$ cat src/rtl/control_sequencer_if.sv
// ------------------------------------------------------------------
// control_sequencer_if: datapath <-> control unit strobe bundle
// Rev 1.0
// ------------------------------------------------------------------
`default_nettype none

interface control_sequencer_if;
  logic        Stop;
  logic [31:0] IR;
  logic        CON_FF;
  logic        Run;
  logic        IncPC, PC_enable, PCout, MAR_enable, MDR_enable, MDR_read, MDRout, IR_enable, RAM_write;
  logic        Gra, Grb, Grc, R_in, R_out, BAout, Cout, Cin;
  logic        Y_enable, ZLowIn, ZHighIn, ZLowout, ZHighout, HI_enable, LO_enable, HIout, LOout;
  logic        CON_enable, InPortout, OutPort_enable, Yout;

  modport master (
    input  Stop, IR, CON_FF,
    output Run,
    output IncPC, PC_enable, PCout, MAR_enable, MDR_enable, MDR_read, MDRout, IR_enable, RAM_write,
    output Gra, Grb, Grc, R_in, R_out, BAout, Cout, Cin,
    output Y_enable, ZLowIn, ZHighIn, ZLowout, ZHighout, HI_enable, LO_enable, HIout, LOout,
    output CON_enable, InPortout, OutPort_enable, Yout
  );

  modport slave (
    output Stop, IR, CON_FF,
    input  Run,
    input  IncPC, PC_enable, PCout, MAR_enable, MDR_enable, MDR_read, MDRout, IR_enable, RAM_write,
    input  Gra, Grb, Grc, R_in, R_out, BAout, Cout, Cin,
    input  Y_enable, ZLowIn, ZHighIn, ZLowout, ZHighout, HI_enable, LO_enable, HIout, LOout,
    input  CON_enable, InPortout, OutPort_enable, Yout
  );
endinterface

`default_nettype wire

$ cat src/rtl/control_sequencer.sv
// ------------------------------------------------------------------
// control_sequencer: hardwired fetch/execute strobe sequencer
// Rev 1.0
// ------------------------------------------------------------------
`default_nettype none

module control_sequencer (
  input  logic                 Clock,
  input  logic                 Clear,
  control_sequencer_if.master  bus
);

  localparam logic [4:0] OP_LDW  = 5'd0,  OP_LDWI = 5'd1,  OP_STW  = 5'd2,  OP_ADD  = 5'd3;
  localparam logic [4:0] OP_SUB  = 5'd4,  OP_SHR  = 5'd5,  OP_SHL  = 5'd6,  OP_ROR  = 5'd7;
  localparam logic [4:0] OP_ROL  = 5'd8,  OP_AND  = 5'd9,  OP_OR   = 5'd10, OP_ADDI = 5'd11;
  localparam logic [4:0] OP_ANDI = 5'd12, OP_ORI  = 5'd13, OP_MUL  = 5'd14, OP_DIV  = 5'd15;
  localparam logic [4:0] OP_NEG  = 5'd16, OP_NOT  = 5'd17, OP_BR   = 5'd18, OP_JR   = 5'd19;
  localparam logic [4:0] OP_JAL  = 5'd20, OP_IN   = 5'd21, OP_OUT  = 5'd22, OP_MFHI = 5'd23;
  localparam logic [4:0] OP_MFLO = 5'd24, OP_HALT = 5'd26;

  // T0..T7 encode the step number in the low bits so execute decode can use state[2:0]
  typedef enum logic [3:0] {
    S_T0 = 4'd0, S_T1 = 4'd1, S_T2 = 4'd2, S_T3 = 4'd3,
    S_T4 = 4'd4, S_T5 = 4'd5, S_T6 = 4'd6, S_T7 = 4'd7,
    S_RST = 4'd8, S_HALT = 4'd9
  } state_t;

  state_t     state, state_nxt;
  logic [4:0] op;
  logic [2:0] step;
  logic [2:0] last_step;
  logic       unused_ir_fields;

  assign op               = bus.IR[31:27];
  assign step             = state[2:0];
  assign unused_ir_fields = ^bus.IR[26:0];

  always_ff @(posedge Clock) begin
    if (!Clear) state <= S_RST;
    else        state <= state_nxt;
  end

  always_comb begin
    case (op)
      OP_LDW, OP_STW:                                 last_step = 3'd7;
      OP_MUL, OP_DIV, OP_BR:                          last_step = 3'd6;
      OP_ADD, OP_SUB, OP_SHR, OP_SHL, OP_ROR, OP_ROL,
      OP_AND, OP_OR, OP_ADDI, OP_ANDI, OP_ORI,
      OP_LDWI:                                        last_step = 3'd5;
      OP_NEG, OP_NOT, OP_JAL:                         last_step = 3'd4;
      default:                                        last_step = 3'd3;
    endcase
  end

  always_comb begin
    state_nxt          = state;
    bus.Run            = 1'b0;
    bus.IncPC          = 1'b0;
    bus.PC_enable      = 1'b0;
    bus.PCout          = 1'b0;
    bus.MAR_enable     = 1'b0;
    bus.MDR_enable     = 1'b0;
    bus.MDR_read       = 1'b0;
    bus.MDRout         = 1'b0;
    bus.IR_enable      = 1'b0;
    bus.RAM_write      = 1'b0;
    bus.Gra            = 1'b0;
    bus.Grb            = 1'b0;
    bus.Grc            = 1'b0;
    bus.R_in           = 1'b0;
    bus.R_out          = 1'b0;
    bus.BAout          = 1'b0;
    bus.Cout           = 1'b0;
    bus.Cin            = 1'b0;
    bus.Y_enable       = 1'b0;
    bus.ZLowIn         = 1'b0;
    bus.ZHighIn        = 1'b0;
    bus.ZLowout        = 1'b0;
    bus.ZHighout       = 1'b0;
    bus.HI_enable      = 1'b0;
    bus.LO_enable      = 1'b0;
    bus.HIout          = 1'b0;
    bus.LOout          = 1'b0;
    bus.CON_enable     = 1'b0;
    bus.InPortout      = 1'b0;
    bus.OutPort_enable = 1'b0;
    bus.Yout           = 1'b0;

    case (state)
      S_RST:  state_nxt = S_T0;
      S_HALT: state_nxt = S_HALT;
      S_T0: begin
        bus.Run = 1'b1; bus.PCout = 1'b1; bus.MAR_enable = 1'b1; bus.IncPC = 1'b1; bus.ZLowIn = 1'b1;
        state_nxt = S_T1;
      end
      S_T1: begin
        bus.Run = 1'b1; bus.ZLowout = 1'b1; bus.PC_enable = 1'b1; bus.MDR_read = 1'b1; bus.MDR_enable = 1'b1;
        state_nxt = S_T2;
      end
      S_T2: begin
        bus.Run = 1'b1; bus.MDRout = 1'b1; bus.IR_enable = 1'b1;
        state_nxt = S_T3;
      end
      default: begin
        bus.Run = 1'b1;
        // Stop and halt are only honoured on the final execute step
        if (step == last_step) state_nxt = (bus.Stop || op == OP_HALT) ? S_HALT : S_T0;
        else                   state_nxt = state_t'(state + 4'd1);

        case (op)
          OP_ADD, OP_SUB, OP_SHR, OP_SHL, OP_ROR, OP_ROL, OP_AND, OP_OR: begin
            if (step == 3'd3) begin bus.Grb = 1'b1; bus.R_out = 1'b1; bus.Y_enable = 1'b1; end
            if (step == 3'd4) begin bus.Grc = 1'b1; bus.R_out = 1'b1; bus.ZLowIn = 1'b1; end
            if (step == 3'd5) begin bus.ZLowout = 1'b1; bus.Gra = 1'b1; bus.R_in = 1'b1; end
          end
          OP_ADDI, OP_ANDI, OP_ORI: begin
            if (step == 3'd3) begin bus.Grb = 1'b1; bus.R_out = 1'b1; bus.Y_enable = 1'b1; end
            if (step == 3'd4) begin bus.Cout = 1'b1; bus.ZLowIn = 1'b1; end
            if (step == 3'd5) begin bus.ZLowout = 1'b1; bus.Gra = 1'b1; bus.R_in = 1'b1; end
          end
          OP_LDWI, OP_LDW, OP_STW: begin
            if (step == 3'd3) begin bus.Grb = 1'b1; bus.BAout = 1'b1; bus.Y_enable = 1'b1; end
            if (step == 3'd4) begin bus.Cout = 1'b1; bus.ZLowIn = 1'b1; end
            if (step == 3'd5) begin
              bus.ZLowout = 1'b1;
              if (op == OP_LDWI) begin bus.Gra = 1'b1; bus.R_in = 1'b1; end
              else               bus.MAR_enable = 1'b1;
            end
            if (step == 3'd6) begin
              bus.MDR_enable = 1'b1;
              if (op == OP_LDW) bus.MDR_read = 1'b1;
              else begin bus.Gra = 1'b1; bus.R_out = 1'b1; end
            end
            if (step == 3'd7) begin
              if (op == OP_LDW) begin bus.MDRout = 1'b1; bus.Gra = 1'b1; bus.R_in = 1'b1; end
              else              bus.RAM_write = 1'b1;
            end
          end
          OP_MUL, OP_DIV: begin
            if (step == 3'd3) begin bus.Gra = 1'b1; bus.R_out = 1'b1; bus.Y_enable = 1'b1; end
            if (step == 3'd4) begin bus.Grb = 1'b1; bus.R_out = 1'b1; bus.ZLowIn = 1'b1; bus.ZHighIn = 1'b1; end
            if (step == 3'd5) begin bus.ZLowout = 1'b1; bus.LO_enable = 1'b1; end
            if (step == 3'd6) begin bus.ZHighout = 1'b1; bus.HI_enable = 1'b1; end
          end
          OP_NEG, OP_NOT: begin
            if (step == 3'd3) begin bus.Grb = 1'b1; bus.R_out = 1'b1; bus.ZLowIn = 1'b1; end
            if (step == 3'd4) begin bus.ZLowout = 1'b1; bus.Gra = 1'b1; bus.R_in = 1'b1; end
          end
          OP_BR: begin
            if (step == 3'd3) begin bus.Gra = 1'b1; bus.R_out = 1'b1; bus.CON_enable = 1'b1; end
            if (step == 3'd4) begin bus.PCout = 1'b1; bus.Y_enable = 1'b1; end
            if (step == 3'd5) begin bus.Cout = 1'b1; bus.ZLowIn = 1'b1; bus.ZHighIn = 1'b1; end
            if (step == 3'd6) begin bus.ZLowout = 1'b1; bus.PC_enable = bus.CON_FF; end
          end
          OP_JR:   begin bus.Gra = 1'b1; bus.R_out = 1'b1; bus.PC_enable = 1'b1; end
          OP_JAL: begin
            if (step == 3'd3) begin bus.PCout = 1'b1; bus.Grc = 1'b1; bus.R_in = 1'b1; end
            if (step == 3'd4) begin bus.Gra = 1'b1; bus.R_out = 1'b1; bus.PC_enable = 1'b1; end
          end
          OP_MFHI: begin bus.HIout = 1'b1; bus.Gra = 1'b1; bus.R_in = 1'b1; end
          OP_MFLO: begin bus.LOout = 1'b1; bus.Gra = 1'b1; bus.R_in = 1'b1; end
          OP_IN:   begin bus.InPortout = 1'b1; bus.Gra = 1'b1; bus.R_in = 1'b1; end
          OP_OUT:  begin bus.Gra = 1'b1; bus.R_out = 1'b1; bus.OutPort_enable = 1'b1; end
          default: ;
        endcase
      end
    endcase
  end

endmodule

`default_nettype wire

$ cat src/flat_wrapper.sv
// flat-port wrapper written by rule: the top's interface ports become plain ports
module control_sequencer_flat 
  (Clock, Clear, bus_Stop, bus_IR, bus_CON_FF, bus_Run, bus_IncPC, bus_PC_enable, bus_PCout, bus_MAR_enable, bus_MDR_enable, bus_MDR_read, bus_MDRout, bus_IR_enable, bus_RAM_write, bus_Gra, bus_Grb, bus_Grc, bus_R_in, bus_R_out, bus_BAout, bus_Cout, bus_Cin, bus_Y_enable, bus_ZLowIn, bus_ZHighIn, bus_ZLowout, bus_ZHighout, bus_HI_enable, bus_LO_enable, bus_HIout, bus_LOout, bus_CON_enable, bus_InPortout, bus_OutPort_enable, bus_Yout);
  control_sequencer_if bus_i ();
  input  logic Clock;
  input  logic Clear;
  input wire logic [$bits(bus_i.Stop)-1:0] bus_Stop;
  input wire logic [$bits(bus_i.IR)-1:0] bus_IR;
  input wire logic [$bits(bus_i.CON_FF)-1:0] bus_CON_FF;
  output wire logic [$bits(bus_i.Run)-1:0] bus_Run;
  output wire logic [$bits(bus_i.IncPC)-1:0] bus_IncPC;
  output wire logic [$bits(bus_i.PC_enable)-1:0] bus_PC_enable;
  output wire logic [$bits(bus_i.PCout)-1:0] bus_PCout;
  output wire logic [$bits(bus_i.MAR_enable)-1:0] bus_MAR_enable;
  output wire logic [$bits(bus_i.MDR_enable)-1:0] bus_MDR_enable;
  output wire logic [$bits(bus_i.MDR_read)-1:0] bus_MDR_read;
  output wire logic [$bits(bus_i.MDRout)-1:0] bus_MDRout;
  output wire logic [$bits(bus_i.IR_enable)-1:0] bus_IR_enable;
  output wire logic [$bits(bus_i.RAM_write)-1:0] bus_RAM_write;
  output wire logic [$bits(bus_i.Gra)-1:0] bus_Gra;
  output wire logic [$bits(bus_i.Grb)-1:0] bus_Grb;
  output wire logic [$bits(bus_i.Grc)-1:0] bus_Grc;
  output wire logic [$bits(bus_i.R_in)-1:0] bus_R_in;
  output wire logic [$bits(bus_i.R_out)-1:0] bus_R_out;
  output wire logic [$bits(bus_i.BAout)-1:0] bus_BAout;
  output wire logic [$bits(bus_i.Cout)-1:0] bus_Cout;
  output wire logic [$bits(bus_i.Cin)-1:0] bus_Cin;
  output wire logic [$bits(bus_i.Y_enable)-1:0] bus_Y_enable;
  output wire logic [$bits(bus_i.ZLowIn)-1:0] bus_ZLowIn;
  output wire logic [$bits(bus_i.ZHighIn)-1:0] bus_ZHighIn;
  output wire logic [$bits(bus_i.ZLowout)-1:0] bus_ZLowout;
  output wire logic [$bits(bus_i.ZHighout)-1:0] bus_ZHighout;
  output wire logic [$bits(bus_i.HI_enable)-1:0] bus_HI_enable;
  output wire logic [$bits(bus_i.LO_enable)-1:0] bus_LO_enable;
  output wire logic [$bits(bus_i.HIout)-1:0] bus_HIout;
  output wire logic [$bits(bus_i.LOout)-1:0] bus_LOout;
  output wire logic [$bits(bus_i.CON_enable)-1:0] bus_CON_enable;
  output wire logic [$bits(bus_i.InPortout)-1:0] bus_InPortout;
  output wire logic [$bits(bus_i.OutPort_enable)-1:0] bus_OutPort_enable;
  output wire logic [$bits(bus_i.Yout)-1:0] bus_Yout;
  assign bus_i.Stop = bus_Stop;
  assign bus_i.IR = bus_IR;
  assign bus_i.CON_FF = bus_CON_FF;
  assign bus_Run = bus_i.Run;
  assign bus_IncPC = bus_i.IncPC;
  assign bus_PC_enable = bus_i.PC_enable;
  assign bus_PCout = bus_i.PCout;
  assign bus_MAR_enable = bus_i.MAR_enable;
  assign bus_MDR_enable = bus_i.MDR_enable;
  assign bus_MDR_read = bus_i.MDR_read;
  assign bus_MDRout = bus_i.MDRout;
  assign bus_IR_enable = bus_i.IR_enable;
  assign bus_RAM_write = bus_i.RAM_write;
  assign bus_Gra = bus_i.Gra;
  assign bus_Grb = bus_i.Grb;
  assign bus_Grc = bus_i.Grc;
  assign bus_R_in = bus_i.R_in;
  assign bus_R_out = bus_i.R_out;
  assign bus_BAout = bus_i.BAout;
  assign bus_Cout = bus_i.Cout;
  assign bus_Cin = bus_i.Cin;
  assign bus_Y_enable = bus_i.Y_enable;
  assign bus_ZLowIn = bus_i.ZLowIn;
  assign bus_ZHighIn = bus_i.ZHighIn;
  assign bus_ZLowout = bus_i.ZLowout;
  assign bus_ZHighout = bus_i.ZHighout;
  assign bus_HI_enable = bus_i.HI_enable;
  assign bus_LO_enable = bus_i.LO_enable;
  assign bus_HIout = bus_i.HIout;
  assign bus_LOout = bus_i.LOout;
  assign bus_CON_enable = bus_i.CON_enable;
  assign bus_InPortout = bus_i.InPortout;
  assign bus_OutPort_enable = bus_i.OutPort_enable;
  assign bus_Yout = bus_i.Yout;
  control_sequencer u_core (.Clock(Clock), .Clear(Clear), .bus(bus_i));
endmodule
$ cat config.mk
export PLATFORM = sky130hd
export DESIGN_NAME = control_sequencer_flat
export DESIGN_NICKNAME = d
export VERILOG_FILES = /design/src/rtl/control_sequencer_if.sv /design/src/rtl/control_sequencer.sv /design/src/flat_wrapper.sv
export SDC_FILE = /design/constraint.sdc
export NUM_CORES = 1
export LEC_CHECK = 0
export ABC_CLOCK_PERIOD_IN_PS = 2300
export BUFFER_PORTS_ARGS = -buffer_cell sky130_fd_sc_hd__clkbuf_2
export CAP_MARGIN = 15
export CORE_MARGIN = 10
export CORE_UTILIZATION = 38
export DETAILED_ROUTE_END_ITERATION = 6
export GPL_TIMING_DRIVEN = 0
export HOLD_SLACK_MARGIN = 0.06
export PLACE_DENSITY_LB_ADDON = 0.08
export SYNTH_ARGS = -nofsm -noshare
export SYNTH_HDL_FRONTEND = slang
export SYNTH_SLANG_ARGS = --single-unit
$ cat constraint.sdc
create_clock -name Clock -period 2.3 [get_ports Clock]
set_input_delay 0.115 -clock Clock [delete_from_list [all_inputs] [get_ports Clock]]
set_output_delay 0.115 -clock Clock [all_outputs]
set_load 0.1 [all_outputs]
==> key figures, run 1 <==
Yosys
  • Compound-cell area share of the yosys netlist: 32.7%
  • Multiplexer share of the synthesized area: 0%
  • Syn_area_per_cell: 6.28 um2
  • Async set-or-reset flop fraction in the synthesized netlist: 0%
  • Seq/Total Area, Yosys: 7.37%
  • Simple-Gate Fraction of Synth Area: 36.4%
  • Synth cell types: 46
  • Seq cells post-synth: 4
  • Post-Synth Adder-Cell Area: 7.95%
  • Cell count after synthesis: 173
  • Cell area after synthesis: 0.00109 mm2
  • Largest family of logic cells by synthesized area: simple AND/OR/NAND/NOR gates
  • XOR/XNOR Fraction of Synth Area: 4.84%
  • Post-synth EDFFs: 0
  • Post-synth top flop: dfxtp_1
  • Yosys warns: 0

Critical path
  • CP Capture Type: primary output
  • R2R Setup Slk: 0.38 ns
  • Required @ worst endpoint: 2.18 ns
  • CP max FO: 6
  • R2r endpoint: u_core.state[0]$_SDFF_PN0_
  • Reg2reg start: u_core.state[1]$_SDFF_PN0_
  • Slowest CP cell: dfxtp_2
  • Buf/Inv on CP: 2
  • R2r worst-path depth: 7
  • Worst Setup Start Kind: flop
  • Crit path cell chain: inv_1 -> ha_2 -> nand2_2 -> nor4_4 -> a211o_1 -> a21oi_2 -> a21oi_1 -> clkbuf_8
  • Family with the most delay on the worst path: buffers and inverters
  • Critical Path AT: 2.11 ns
  • Delay of the slowest critical-path stage: 0.35 ns
  • CP Class: flop to primary output

CTS
  • Hold Buf Count CTS: 0
  • H-tree levels: 1
  • Clk buf depth: 2
  • Worst-skew pair later-pin latency: 0.24 ns
  • Cts bufs inserted: 3
  • Root buf cell: clkbuf_4
  • Clk pin slew, worst setup/hold paths: 0.03 ns
  • CTS Sinks: 4
  • CTS tree: yes

Global routing
  • Gr ovfl total: 0
  • Pin count of the biggest net entering global routing: 11
  • All-Layer GR Usage: 14.2%
  • Vias in the first global route: 1356
  • First-pass GRT wire length: 6420 um
  • Initial antenna violation count: 0

Die
  • IO Count: 67
  • Die ar.: 0.00540 mm2
  • Die H: 73.5 um
  • Starting Density: 39.7%
  • Cell Rows: 19
  • Core Area: 0.00273 mm2
  • Chip Width: 73.5 um

Route
  • DRT Pass-1 Iters: 7
  • Vias per cell: 5.88
  • Vias post-DR: 1435
  • DRT iter0 DRCs: 105
  • DRC violations left: 0
  • Drt wl/cell: 16.3 um
  • Final wirelength: 3980 um
  • Post-route ant nets: 0

STA
  • Final hold viol count: 0
  • # setup viols final: 0
  • RSZ-0062 raised after global routing: yes
  • Clk_skew: 0.00273 ns
  • PnR worst setup slack: 0.0788 ns
  • Max transition margin: 63.6%
  • Highest clock rate: 450 MHz
  • TNS Setup: 0 ns
  • Final min period: 2.22 ns
  • Worst Tran Pin Value: 0.548 ns
  • Fin crit share: 96.6%
  • Final hold slack: 0.189 ns
  • Fin. max-slew vios: 0

Final layout
  • Fillers: 291
  • Regs by FF count: u_core.state: 4 flops
  • Final net count: 257
  • # diodes: 0
  • Design Area, Final: 0.00156 mm2
  • Share of layout cells above drive strength 1: 36.2%
  • Top reg by flops: u_core.state
  • Fin util: 57.0%
  • Commonest cells after routing, fill and taps aside: clkbuf_2, nand2_1, nor2_1
  • Max reg flops: 4
  • Area delta synth->final: 43.5%

Placed design
  • Port Buffers: 36
  • Gpl congestion: 0.868
  • Pre-CTS WS: -0.282 ns
  • Placed cell areas: 0.00140 mm2
  • Placed wire-length estimate: 3110 um

Power and ir drop
  • PD cells: 1010 mW/mm2
  • Leak: 0.000678 uW
  • Highest ir drop seen on vdd: 908 uV

Run
  • Max_cap viols: 0

Status
  • Outcome: completed

Hold path
  • HP Start: Clear
  • Hold endpoint: u_core.state[0]$_SDFF_PN0_
  • Hold path depth: 3
  • HP Class: input pin to flop
-- kinds of logic (layout without fill, tap and decap cells) --
kind of cell / Yosys count / count (layout)
simple gates: 81 / 81
compound gates: 52 / 52
buf+inv: 22 / 61
fa+ha+maj: 7 / 7
xor+xnor: 6 / 6
flops: 4 / 4
other cells: 1 / 2
-- cells in the mapped netlist, types with 2 or more instances --
| cell | count | share of area (%) |
|---|---|---|
| a211o_1 | 2 | 1.6 |
| a21o_1 | 3 | 2.1 |
| a21oi_1 | 9 | 4.1 |
| a221oi_1 | 2 | 1.6 |
| a31oi_1 | 3 | 1.7 |
| and2_1 | 3 | 1.7 |
| and3_1 | 6 | 3.5 |
| buf_2 | 3 | 1.4 |
| buf_4 | 3 | 2.1 |
| buf_6 | 2 | 2.1 |
| clkbuf_1 | 7 | 2.4 |
| dfxtp_1 | 4 | 7.4 |
| ha_1 | 6 | 6.9 |
| inv_1 | 7 | 2.4 |
| nand2_1 | 22 | 7.6 |
| nand2b_1 | 2 | 1.2 |
| nand3_1 | 7 | 3.2 |
| nand4b_1 | 2 | 1.6 |
| nor2_1 | 22 | 7.6 |
| nor3_1 | 6 | 2.8 |
| nor4_1 | 3 | 1.7 |
| o21a_1 | 3 | 2.1 |
| o21ai_0 | 14 | 6.5 |
| o22ai_1 | 4 | 2.3 |
| o31ai_1 | 2 | 1.4 |
| or4_1 | 2 | 1.4 |
| xnor2_1 | 4 | 3.2 |
| xor2_1 | 2 | 1.6 |
-- how the worst max path moves through the flow --
stage | startpoint | end | slack, ns | cells past startpoint
floorplan | u_core.state[0]$_SDFF_PN0_ | bus_Grb | -0.65 | 6
CTS | u_core.state[0]$_SDFF_PN0_ | bus_R_in | 0.004 | 8
global placement | u_core.state[0]$_SDFF_PN0_ | bus_OutPort_enable | -0.23 | 8
detailed placement | u_core.state[0]$_SDFF_PN0_ | bus_InPortout | -0.28 | 8
global route | u_core.state[0]$_SDFF_PN0_ | bus_R_in | -0.04 | 8
finish | u_core.state[0]$_SDFF_PN0_ | bus_R_in | 0.08 | 8
-- final cells by class --
type                            count  area (um2)  area share [%]
Multi-Input combinational cell    148        1030            66.1
Timing Repair Buffer               37         267            17.1
Buffer                             14        93.8            6.02
Sequential cell                     4        81.3            5.22
Tap cell                           31        38.8            2.49
Inverter                            7        26.3            1.69
Clock buffer                        3        22.5            1.44
-- worst min-delay path, cell delays in order --
cell      delay (ns)
clkbuf_2        0.13
a31oi_1         0.09
o311ai_1        0.05
-- routing by layer --
layer | global-route usage [%] | share of wire, % | vias to the layer above
met5 | 0 | 0 | -
met4 | 3.31 | 1.4 | 0
met3 | 4.44 | 8.2 | 4
met2 | 20.9 | 44 | 52
met1 | 19.3 | 46 | 672
li1 | - | - | 707
-- what timing repair did --
action / CTS / global route
buffers inserted: 0 / 1
setup endpoints to repair: 18 / 20
gates resized for setup: 30 / 10
-- power breakdown --
group	total (uW)	switching, uW	internal, uW
Clock	86.3	28.1	58.3
Sequential	137	39.8	96.8
Combinational	1360	1050	312
Total	1580	1110	468
-- per-stage QoR --
step	std cells	total power, uW
2_1_floorplan	174	1180
3_3_place_gp	241	1390
3_5_place_dp	241	1400
4_1_cts	244	1550
5_1_grt	244	1690
6_report	244	1580
No activity file was read; power rests on OpenSTA's default activity.
==> run 2, diff against run 1 <==
==> constraint.sdc (replaced) <==
create_clock -name Clock -period 2.3 [get_ports Clock]
set_input_delay 0.46 -clock Clock [delete_from_list [all_inputs] [get_ports Clock]]
set_output_delay 0.46 -clock Clock [all_outputs]
set_load 0.1 [all_outputs]
==> key figures, run 2 (same netlist as run 1, synthesis figures left out) <==
Status
  • Outcome: finished with violations
  • Failing checks: negative setup slack

Power and ir drop
  • Highest ir drop seen on vdd: 1390 uV
  • PD cells: 895 mW/mm2
  • P_sw: 1350 uW
  • Sequential power share: 7.3%
  • Gate power share: 88.7%
  • Clk pwr share: 4.0%
  • Leak: 0.000943 uW
  • Int Pwr: 818 uW
  • Sw frac: 62.2%

STA
  • Fin crit share: 104%
  • RSZ-0062 raised after global routing: yes
  • Final hold viol count: 0
  • TNS Setup: -0.267 ns
  • # setup viols final: 6
  • Fin. max-slew vios: 0
  • Worst Tran Pin Value: 0.563 ns
  • Highest clock rate: 419 MHz
  • PnR worst setup slack: -0.0838 ns
  • Max transition margin: 62.6%
  • Final min period: 2.38 ns
  • Clk_skew: 0.000293 ns

Route
  • DRT Pass-1 Iters: 4
  • Vias per cell: 6.12
  • DRC violations left: 0
  • DRT iter0 DRCs: 124
  • Vias post-DR: 1664
  • Post-route ant nets: 0
  • Final wirelength: 5790 um
  • Drt wl/cell: 21.3 um

Hold path
  • HP Start: Clear
  • HP Class: input pin to flop
  • Hold endpoint: u_core.state[2]$_SDFF_PN0_
  • Hold path depth: 3

Global routing
  • Routing usage on met2: 30.2%
  • Vias in the first global route: 1484
  • Gr ovfl total: 0
  • Pin count of the biggest net entering global routing: 11
  • Met3 GRT Util: 2.83%
  • GR peak layer: met2
  • All-Layer GR Usage: 16.6%
  • Met1 usage in global routing: 18.7%
  • First-pass GRT wire length: 7410 um
  • Initial antenna violation count: 0

Final layout
  • Commonest cells after routing, fill and taps aside: buf_4, nand2_1, clkbuf_4
  • Commonest non-fill, non-tap cell in the layout: buf_4
  • Fillers: 126
  • Multi-input logic area: 0.00141 mm2
  • Regs by FF count: u_core.state: 4 flops
  • Register area: 91.3 um2
  • Share of layout cells above drive strength 1: 63.5%
  • # diodes: 0
  • Top reg by flops: u_core.state
  • Area delta synth->final: 123%
  • Max reg flops: 4
  • Final net count: 285
  • Fin util: 88.5%

Critical path
  • Required @ worst endpoint: 1.84 ns
  • CP max FO: 8
  • R2R Setup Slk: 0.44 ns
  • CP Class: flop to primary output
  • R2r endpoint: u_core.state[0]$_SDFF_PN0_
  • Slowest CP cell: dfxtp_4
  • Reg2reg start: u_core.state[0]$_SDFF_PN0_
  • CP Capture Type: primary output
  • Critical Path AT: 1.92 ns
  • Delay of the slowest critical-path stage: 0.40 ns
  • Worst Setup Start Kind: flop
  • R2r worst-path depth: 8
  • Crit path cell chain: inv_6 -> buf_4 -> ha_4 -> nand2b_4 -> a21o_4 -> o21ai_0 -> a41oi_4 -> clkbuf_16

CTS
  • CTS Sinks: 4
  • Clk pin slew, worst setup/hold paths: 0.04 ns
  • Root buf cell: clkbuf_4
  • Clk buf depth: 2
  • H-tree levels: 1
  • Cts bufs inserted: 3
  • Hold Buf Count CTS: 0
  • CTS tree: yes
  • Worst-skew pair later-pin latency: 0.23 ns

Die
  • IO Count: 67
  • Die H: 73.5 um
  • Cell Rows: 19
  • Starting Density: 39.7%
  • Die ar.: 0.00540 mm2
  • Chip Width: 73.5 um
  • Core Area: 0.00273 mm2

Placed design
  • Port Buffers: 36
  • Gpl congestion: 0.888
  • Placed wire-length estimate: 3280 um

Run
  • Max_cap viols: 0
[run 2: changes by cell type in the layout (fill, tap and decap cells not counted), sizes merged]
cell / delta
buf: +38
clkbuf: -10
[run 2: stage by stage]
| stage | cell area, um2 | hold WS, ns | worst slack (ns) | total power, uW | cells |
|---|---|---|---|---|---|
| 3_5_place_dp | 1560 | 0.528 | -0.585 | 1520 | 241 |
| 5_1_grt | 2420 | 0.580 | -0.121 | 2250 | 272 |
| 4_1_cts | 2120 | 0.539 | -0.108 | 1890 | 259 |
| 3_3_place_gp | 1560 | 0.520 | -0.601 | 1500 | 241 |
| 2_1_floorplan | 1340 | 0.482 | -0.310 | 1290 | 174 |
| 6_report | 2420 | 0.550 | -0.0838 | 2160 | 272 |
[run 2: worst max-delay path by stage]
stage / start / endpoint / depth (start not counted)
2_1_floorplan: bus_IR[30] / bus_PCout / 6
3_3_place_gp: bus_IR[30] / bus_R_out / 8
3_5_place_dp: bus_IR[30] / bus_R_out / 8
4_1_cts: bus_IR[28] / bus_Gra / 8
5_1_grt: u_core.state[0]$_SDFF_PN0_ / bus_R_out / 8
6_report: u_core.state[0]$_SDFF_PN0_ / bus_R_out / 8
[run 2: power groups by stage]
stage	Clock [uW]	Combinational (uW)	Sequential, uW
after global routing	92.0	2000	163
after CTS	90.7	1650	154
final	86.5	1920	159
after global placement	0	1360	132
after floorplan	0	1160	123
after detailed placement	0	1380	135
[run 2: repair_timing]
action                                  CTS  global route
buffers inserted                         15            14
endpoints found under the hold margin     0             0
resized for setup                        91            67
pin swaps                                12            21
endpoints found under the setup margin   27            20
[run 2: critical path, delay by kind of cell, from the launching register on]
| kind | cells | cell delay [ns] |
|---|---|---|
| DFF | 1 | 0.40 |
| adders and majority gates | 1 | 0.18 |
| and+or+nand+nor | 1 | 0.09 |
| buffers and inverters | 3 | 0.42 |
| AOI/OAI and AO/OA | 3 | 0.59 |
[run 2: area by class of cell]
cell class	count	share of cell area, %
clock buffers	3	0.931
inverters	7	1.40
well taps	31	1.60
plain buffers	14	6.26
repair buffers	65	27.8
flip-flops and latches	4	3.78
multi-input cells	148	58.3
[run 2: per-layer routing]
metal  vias to the layer above  share of wire [%]
li1                        771                  -
met1                       799                 38
met4                         0                3.6
met5                         -                  0
met2                        76                 53
met3                        18                6.0
==> run 3, diff against run 2 <==
--- a/config.mk
+++ b/config.mk
@@ -14,6 +14,7 @@
 export GPL_TIMING_DRIVEN = 0
 export HOLD_SLACK_MARGIN = 0.06
 export PLACE_DENSITY_LB_ADDON = 0.08
+export SKIP_LAST_GASP = 1
 export SYNTH_ARGS = -nofsm -noshare
 export SYNTH_HDL_FRONTEND = slang
 export SYNTH_SLANG_ARGS = --single-unit
==> key figures, run 3 (same netlist as run 1, synthesis figures left out) <==
STA
  • Max transition margin: 63.7%
  • Final min period: 2.40 ns
  • # setup viols final: 6
  • Final hold viol count: 0
  • RSZ-0062 raised after global routing: yes
  • Highest clock rate: 416 MHz
  • Clk_skew: 0.000797 ns
  • Worst Tran Pin Value: 0.546 ns
  • TNS Setup: -0.377 ns
  • PnR worst setup slack: -0.103 ns
  • Fin crit share: 104%
  • Fin. max-slew vios: 0

Die
  • Starting Density: 39.7%
  • Chip Width: 73.5 um
  • Core Area: 0.00273 mm2
  • IO Count: 67
  • Die H: 73.5 um
  • Die ar.: 0.00540 mm2
  • Cell Rows: 19

Global routing
  • Gr ovfl total: 0
  • Pin count of the biggest net entering global routing: 11
  • Initial antenna violation count: 0
  • First-pass GRT wire length: 7410 um
  • Vias in the first global route: 1484
  • All-Layer GR Usage: 16.6%

Critical path
  • Crit path cell chain: inv_6 -> ha_4 -> nand2_8 -> nor4_4 -> a211o_1 -> a21oi_4 -> a31oi_4 -> clkbuf_16
  • CP Capture Type: primary output
  • CP max FO: 6
  • Critical Path AT: 1.94 ns
  • Slowest CP cell: dfxtp_4
  • Delay of the slowest critical-path stage: 0.37 ns
  • CP Class: flop to primary output
  • Required @ worst endpoint: 1.84 ns
  • Worst Setup Start Kind: flop

Run
  • Max_cap viols: 0

Final layout
  • Commonest non-fill, non-tap cell in the layout: buf_4
  • Regs by FF count: u_core.state: 4 flops
  • Share of layout cells above drive strength 1: 63.5%
  • Max reg flops: 4
  • Commonest cells after routing, fill and taps aside: buf_4, nand2_1, clkbuf_4
  • # diodes: 0
  • Top reg by flops: u_core.state
  • Final net count: 285
  • Area delta synth->final: 121%

Route
  • Final wirelength: 5620 um
  • Drt wl/cell: 20.6 um
  • Vias per cell: 6.08
  • DRC violations left: 0
  • DRT iter0 DRCs: 214
  • Post-route ant nets: 0
  • Vias post-DR: 1654
  • DRT Pass-1 Iters: 4

Power and ir drop
  • Sw frac: 62.7%
  • Leak: 0.000939 uW
  • Highest ir drop seen on vdd: 1400 uV
  • Clk pwr share: 4.0%
  • Int Pwr: 800 uW
  • P_sw: 1340 uW
  • Gate power share: 88.6%
  • PD cells: 892 mW/mm2
  • Sequential power share: 7.4%

Status
  • Failing checks: negative setup slack
  • Outcome: finished with violations

CTS
  • CTS tree: yes
  • Root buf cell: clkbuf_4
  • Clk pin slew, worst setup/hold paths: 0.04 ns
  • CTS Sinks: 4
  • Worst-skew pair later-pin latency: 0.23 ns
  • H-tree levels: 1
  • Cts bufs inserted: 3
  • Clk buf depth: 2

Hold path
  • HP Class: input pin to flop

Placed design
  • Gpl congestion: 0.888
  • Pre-CTS WS: -0.585 ns
  • Port Buffers: 36
  • Placed wire-length estimate: 3280 um
run 3: changes by cell type in the layout (fill, tap and decap cells not counted):
| cell | delta |
|---|---|
| and3_2 | +1 |
| and3_4 | -1 |
| buf_12 | -1 |
| buf_4 | +1 |
| buf_6 | -2 |
| buf_8 | +1 |
| clkbuf_4 | +1 |
run 3: final timing paths:
| kind | to | cells after the start | startpoint | slack (ns) |
|---|---|---|---|---|
| worst max-delay path | bus_Gra | 8 | u_core.state[0]$_SDFF_PN0_ | -0.10 |
| worst min-delay path | u_core.state[1]$_SDFF_PN0_ | 3 | Clear | 0.56 |
| worst max register to register | u_core.state[0]$_SDFF_PN0_ | 8 | u_core.state[0]$_SDFF_PN0_ | 0.45 |
| worst min register to register | u_core.state[0]$_SDFF_PN0_ | 1 | u_core.state[0]$_SDFF_PN0_ | 0.56 |
run 3: power by group through the flow:
stage | Combinational, uW | Clock, uW | Sequential [uW]
2_1_floorplan | 1160 | 0 | 123
3_3_place_gp | 1360 | 0 | 132
3_5_place_dp | 1380 | 0 | 135
4_1_cts | 1650 | 90.7 | 154
5_1_grt | 1970 | 92.0 | 163
6_report | 1900 | 86.5 | 159
run 3: worst max-delay path, delay by kind of cell (launching register included):
kind	cells	cell delay, ns
flip-flops	1	0.37
adder cells (fa/ha/maj)	1	0.22
buffers and inverters	2	0.30
AO/OA/AOI/OAI	3	0.47
AND/OR/NAND/NOR	2	0.35
run 3: what timing repair did:
item                                    in CTS  in global routing
resized for setup                           91                 62
pin swaps                                   12                 21
hold buffers                                 0                  0
endpoints found under the setup margin      27                 20
buffers inserted                            15                 14
run 3: final cells by class:
class | instances | area (um2)
plain buffers | 14 | 146
clock buffers | 3 | 22.5
fillers | 124 | 332
inverters | 7 | 33.8
multi-input cells | 148 | 1410
flip-flops and latches | 4 | 91.3
well taps | 31 | 38.8
repair buffers | 65 | 664
run 3: metrics by stage:
stage                     util (%)  total power, uW  hold slack, ns  area, um2  instances
after CTS                     77.7             1890           0.539       2120        259
after global routing          87.9             2230           0.580       2400        272
final                         87.9             2140           0.555       2400        272
after detailed placement      57.1             1520           0.528       1560        241
after floorplan                  -             1290           0.482       1340        174
after global placement        57.1             1500           0.520       1560        241
run 3: per-layer routing:
metal	part of all wire, %	track usage [%]	vias to the layer above
li1	-	-	770
met1	39	18.7	805
met2	53	30.2	63
met3	5.2	2.83	16
met4	3.0	5.38	0
met5	0	0	-
